## src/rtl/ram4k_rr_ctrl.sv

```systemverilog
// Two-port round-robin controller sequencing a single RAM4K (4096 x 16).
// Optional grant counters gnt_cnt0/gnt_cnt1 when RAMCTL_STATS_EN is defined.
module ram4k_rr_ctrl #(
   parameter int unsigned AW = 12,
   parameter int unsigned DW = 16
) (
   input  logic          clk,
   input  logic          rst_n,
   input  logic          req0,
   input  logic          we0,
   input  logic [AW-1:0] addr0,
   input  logic [DW-1:0] wdata0,
   input  logic          req1,
   input  logic          we1,
   input  logic [AW-1:0] addr1,
   input  logic [DW-1:0] wdata1,
   output logic          ack0,
   output logic          ack1,
   output logic [DW-1:0] rdata0,
   output logic [DW-1:0] rdata1,
   output logic          busy,
   output logic          ram_e,
   output logic [AW-1:0] ram_addr,
   output logic [DW-1:0] ram_din,
   output logic          ram_w,
   output logic          ram_r,
   input  logic [DW-1:0] ram_dout
`ifdef RAMCTL_STATS_EN
   ,
   output logic [15:0]   gnt_cnt0,
   output logic [15:0]   gnt_cnt1
`endif
);

   typedef enum logic [1:0] {IDLE, A1, A2, RESP} state_t;

   state_t        state_q, state_d;
   logic          ptr_q, ptr_d;
   logic          id_q, id_d;
   logic          we_q, we_d;
   logic [AW-1:0] addr_q, addr_d;
   logic [DW-1:0] wdata_q, wdata_d;
   logic          ram_e_q, ram_e_d;
   logic          ram_w_q, ram_w_d;
   logic          ram_r_q, ram_r_d;
   logic          ack0_q, ack0_d;
   logic          ack1_q, ack1_d;
   logic [DW-1:0] rdata0_q, rdata0_d;
   logic [DW-1:0] rdata1_q, rdata1_d;
   logic          busy_q, busy_d;
   logic          gnt;
   logic          gnt_we;
`ifdef RAMCTL_STATS_EN
   logic [15:0]   gnt_cnt0_q, gnt_cnt0_d;
   logic [15:0]   gnt_cnt1_q, gnt_cnt1_d;
`endif

   always_comb begin
      state_d  = state_q;
      ptr_d    = ptr_q;
      id_d     = id_q;
      we_d     = we_q;
      addr_d   = addr_q;
      wdata_d  = wdata_q;
      ram_e_d  = ram_e_q;
      ram_w_d  = ram_w_q;
      ram_r_d  = ram_r_q;
      ack0_d   = 1'b0;
      ack1_d   = 1'b0;
      rdata0_d = rdata0_q;
      rdata1_d = rdata1_q;
      busy_d   = busy_q;
      // A tie goes to ptr; a lone requester always wins.
      gnt      = (req0 & req1) ? ptr_q : req1;
      gnt_we   = gnt ? we1 : we0;
`ifdef RAMCTL_STATS_EN
      gnt_cnt0_d = gnt_cnt0_q;
      gnt_cnt1_d = gnt_cnt1_q;
`endif
      unique case (state_q)
         IDLE: begin
            if (req0 | req1) begin
               state_d = A1;
               id_d    = gnt;
               we_d    = gnt_we;
               addr_d  = gnt ? addr1 : addr0;
               wdata_d = gnt ? wdata1 : wdata0;
               ram_e_d = 1'b1;
               ram_w_d = gnt_we;
               ram_r_d = ~gnt_we;
               busy_d  = 1'b1;
            end
         end
         A1: state_d = A2;
         A2: begin
            state_d = RESP;
            ram_e_d = 1'b0;
            ram_w_d = 1'b0;
            ram_r_d = 1'b0;
            if (!we_q) begin
               if (id_q) rdata1_d = ram_dout;
               else      rdata0_d = ram_dout;
            end
            ack0_d = ~id_q;
            ack1_d = id_q;
         end
         RESP: begin
            state_d = IDLE;
            busy_d  = 1'b0;
            ptr_d   = ~id_q;
`ifdef RAMCTL_STATS_EN
            if (id_q) gnt_cnt1_d = gnt_cnt1_q + 16'd1;
            else      gnt_cnt0_d = gnt_cnt0_q + 16'd1;
`endif
         end
         default: state_d = IDLE;
      endcase
   end

   always_ff @(posedge clk or negedge rst_n) begin
      if (!rst_n) begin
         state_q  <= IDLE;
         ptr_q    <= 1'b0;
         id_q     <= 1'b0;
         we_q     <= 1'b0;
         addr_q   <= '0;
         wdata_q  <= '0;
         ram_e_q  <= 1'b0;
         ram_w_q  <= 1'b0;
         ram_r_q  <= 1'b0;
         ack0_q   <= 1'b0;
         ack1_q   <= 1'b0;
         rdata0_q <= '0;
         rdata1_q <= '0;
         busy_q   <= 1'b0;
`ifdef RAMCTL_STATS_EN
         gnt_cnt0_q <= '0;
         gnt_cnt1_q <= '0;
`endif
      end else begin
         state_q  <= state_d;
         ptr_q    <= ptr_d;
         id_q     <= id_d;
         we_q     <= we_d;
         addr_q   <= addr_d;
         wdata_q  <= wdata_d;
         ram_e_q  <= ram_e_d;
         ram_w_q  <= ram_w_d;
         ram_r_q  <= ram_r_d;
         ack0_q   <= ack0_d;
         ack1_q   <= ack1_d;
         rdata0_q <= rdata0_d;
         rdata1_q <= rdata1_d;
         busy_q   <= busy_d;
`ifdef RAMCTL_STATS_EN
         gnt_cnt0_q <= gnt_cnt0_d;
         gnt_cnt1_q <= gnt_cnt1_d;
`endif
      end
   end

   // Latched address/data registers drive the RAM pins directly.
   assign ram_addr = addr_q;
   assign ram_din  = wdata_q;
   assign ram_e    = ram_e_q;
   assign ram_w    = ram_w_q;
   assign ram_r    = ram_r_q;
   assign ack0     = ack0_q;
   assign ack1     = ack1_q;
   assign rdata0   = rdata0_q;
   assign rdata1   = rdata1_q;
   assign busy     = busy_q;
`ifdef RAMCTL_STATS_EN
   assign gnt_cnt0 = gnt_cnt0_q;
   assign gnt_cnt1 = gnt_cnt1_q;
`endif

endmodule

```

## config.mk

```make
export PLATFORM = sky130hd
export DESIGN_NAME = ram4k_rr_ctrl
export DESIGN_NICKNAME = d
export VERILOG_FILES = /design/src/rtl/ram4k_rr_ctrl.sv
export SDC_FILE = /design/constraint.sdc
export NUM_CORES = 1
export LEC_CHECK = 0
export CAP_MARGIN = 20
export CORE_MARGIN = 1
export CORE_UTILIZATION = 29
export CTS_CLUSTER_SIZE = 25
export DETAILED_ROUTE_END_ITERATION = 6
export SLEW_MARGIN = 20
export SYNTH_ARGS = -nofsm -noshare
export SYNTH_HDL_FRONTEND = slang
export SYNTH_SLANG_ARGS = --single-unit
export TNS_END_PERCENT = 30
```

## constraint.sdc

```tcl
create_clock -name clk -period 2.3 [get_ports clk]
set_input_delay 0.46 -clock clk [delete_from_list [all_inputs] [get_ports clk]]
set_output_delay 0.46 -clock clk [all_outputs]
set_load 0.03 [all_outputs]
```

==> flow_metrics.tcl <==
set metrics [dict create \
    status "complete, no violations" \
    post_cts.resized_instances 0 \
    r2r.worst_path.cells 6 \
    grt.total_usage 0.142 \
    design.core.area_sq_mm 0.00991 \
    mean_routed_wirelength_per_cell_um 13.7 \
    layout.nets 473 \
    critical_path.max_fanout 14 \
    dpl_cell_area_sq_mm 0.00465 \
    finalCritPeriodShare 0.829 \
    worst_r2r_startpoint "state_q[0]" \
    avgSynthCellArea_sq_um 12.4 \
    p_leak_nw 2.15 \
    worstSkewPairLatency_ns 0.34 \
    cp-start-kind "flop" \
    p_per_area_mw_per_mm2 1450 \
    n_antenna_cell 0 \
    post-cts-setup-buffer-count 0 \
    power.share.sequential 0.312 \
    tritoncts "done" \
    via_count 2323 \
    synth_top_flop_cell "sky130_fd_sc_hd__dfrtp_1" \
    required_time_at_the_endpoint_of_the_critical_path_ns 2.52 \
    setup.worst_path.class "flop to flop" \
    root_buffer "sky130_fd_sc_hd__clkbuf_8" \
    tightest_slew_ns 0.571 \
    unrepaired_setup_endpoints_after_global_routing "false" \
    io_pins 144 \
    final.setup_skew_ns 0.00667 \
    arrival_worst_endpoint_ns 2.13 \
    routed_wl_mm 7.24 \
    place_congestion 0.701 \
    layout-area-overhead-vs-synth_pct 62.6 \
    via_count_of_the_first_global_routing_pass 2387 \
    hold_path.class "input port to async pin" \
    slack_of_the_worst_reg_to_reg_path_ns 0.39 \
    p_switching_mw 2.88 \
    worst_r2r_endpoint "rdata0[9]" \
    detail_route.first_pass.iterations 4 \
    switching_share 0.407 \
    drt.antenna.violating_nets 0 \
    max_cap_violations 0 \
    final_cell_area_sq_mm 0.00487 \
    die_h_um 104 \
    netlist-cell-type-count 26 \
    die_width_um 104 \
    rows 36 \
    initial_core_util 0.303 \
    finalWorstPathRequiredPeriod_ns 1.91 \
    drc 0 \
    antenna_violations_before_repair 0 \
    setup_viol 0 \
    edff_count_synth 0 \
    buffer_ports.inserted 143 \
    cts_buffers 9 \
    worstSetupEndpointType "flop" \
    share_comb_of_total_power 0.532 \
    overflow 0 \
    synth_async_sr_flop_share 1.00 \
    numClockSinks 71 \
    syn_area_sq_mm 0.00300 \
    finalMaxSlewViolations 0 \
    clk_path_buf_depth 2 \
    fp.dieArea_sq_mm 0.0107 \
    drive_above_1_share 0.167 \
    power.clock.fraction 0.156 \
    cell_internal_pwr_mw 4.20 \
    grt_pass1_wl_mm 12.0 \
    syn-num-nets 323 \
    layout.cells.most_common "sky130_fd_sc_hd__clkdlybuf4s50_1" \
    slew_headroom 0.619 \
    ys.warnings.count 0 \
    clkTransAtPathRegs_ns 0.08 \
    synth_seq_cells 71 \
    detail_route.vias_per_cell 4.39 \
    synthesis.instances 241 \
    setup-tns-final_ns 0 \
    detailedPlacementHpwl_mm 5.41 \
    detailedRoute.firstIterationViolations 58 \
    grt_start_max_net_pins 44 \
    cts-hold-fix-buffers 0 \
    ys_seq_area_frac 0.593 \
    hold_violations 0 \
    max-vdd-ir-drop_v 0.000563 \
    mostFrequentLayoutCells "sky130_fd_sc_hd__clkdlybuf4s50_1 (142), sky130_fd_sc_hd__dfrtp_1 (71), sky130_fd_sc_hd__o21ai_0 (35)" \
    clock_tree.htree_level_count 3 \
    timing.fmax_ghz 0.524 \
]
## cells by family after synthesis
kind of cell | synth area share
compound gates | 0.0755
buf+inv | 0.0288
mux | 0.217
simple gates | 0.0693
fa+ha+maj | 0.0167
flops | 0.593
## sequential cells by signal (all words and copies together) (netlist names)
register  cells
ram_din      16
rdata0       16
rdata1       16
ram_addr     12
state_q       2
ack0          1
ack1          1
busy          1
id_q          1
ptr_q         1
ram_e         1
ram_r         1
ram_w         1
we_q          1
## critical path: stages, from the launching register on
cell                      delay, ns
sky130_fd_sc_hd__dfrtp_1       0.39
sky130_fd_sc_hd__inv_1         0.12
sky130_fd_sc_hd__ha_1          0.33
sky130_fd_sc_hd__inv_2         0.12
sky130_fd_sc_hd__nor3_4        0.30
sky130_fd_sc_hd__buf_12        0.19
sky130_fd_sc_hd__mux2_2        0.34
## metrics by stage
stage / cells / hold slack (ns) / utilization / power [mW] / setup slack, ns
2_1_floorplan: 241 / 0.164 / - / 4.39 / 0.546
3_3_place_gp: 513 / 0.462 / 0.470 / 6.00 / 0.337
3_5_place_dp: 513 / 0.469 / 0.470 / 6.05 / 0.274
4_1_cts: 529 / 0.122 / 0.492 / 7.18 / 0.362
5_1_grt: 529 / 0.144 / 0.492 / 7.54 / 0.268
6_report: 529 / 0.111 / 0.492 / 7.08 / 0.392
## layout make-up
cell class	count	area [sq um]
multi-input combinational	153	1160
sequential	71	1780
tap	133	166
timing repair buffer	150	1530
clock buffer	9	124
clock inverter	7	96.3
inverter	6	22.5
fill	928	5030
## metal layers
layer | global-route usage | wire length, um | share of wire | vias up
met1 | 0.186 | 3410 | 0.47 | 1068
met2 | 0.224 | 3240 | 0.45 | 102
met4 | 0.0551 | 98 | 0.014 | 0
met5 | 0 | 0 | 0 | -
met3 | 0.0384 | 490 | 0.068 | 9
li1 | - | - | - | 1144
## worst max path at each step
stage	startpoint	end	slack (ns)	depth (start not counted)
6_report	state_q[0]	rdata0[9]	0.39	6
5_1_grt	state_q[0]	rdata0[11]	0.27	6
4_1_cts	state_q[0]	rdata0[11]	0.36	6
3_5_place_dp	req0	ram_din[14]	0.27	6
3_3_place_gp	req0	ram_din[11]	0.34	6
2_1_floorplan	state_q[0]	rdata0[10]	0.55	6
## power groups by stage
stage | clock network, mW | logic [mW] | registers (mW)
finish | 1.10 | 3.77 | 2.21
detailed placement | 0 | 3.81 | 2.24
CTS | 1.14 | 3.82 | 2.22
global placement | 0 | 3.78 | 2.22
floorplan | 0 | 1.05 | 3.34
global route | 1.20 | 4.04 | 2.31
## cell usage after synthesis (2+ instances only)
library cell,instances,area share
sky130_fd_sc_hd__inv_1,5,0.0063
sky130_fd_sc_hd__buf_4,2,0.0050
sky130_fd_sc_hd__mux2_2,32,0.12
sky130_fd_sc_hd__clkbuf_1,5,0.0063
sky130_fd_sc_hd__mux2i_1,29,0.097
sky130_fd_sc_hd__nor2_1,4,0.0050
sky130_fd_sc_hd__o21ai_1,2,0.0033
sky130_fd_sc_hd__a21oi_1,2,0.0033
sky130_fd_sc_hd__and3_2,2,0.0050
sky130_fd_sc_hd__o21ai_0,35,0.058
sky130_fd_sc_hd__nand2_1,33,0.041
sky130_fd_sc_hd__ha_1,4,0.017
sky130_fd_sc_hd__buf_2,3,0.0050
sky130_fd_sc_hd__dfrtp_1,71,0.59
Power figures use the tool's default switching activity.
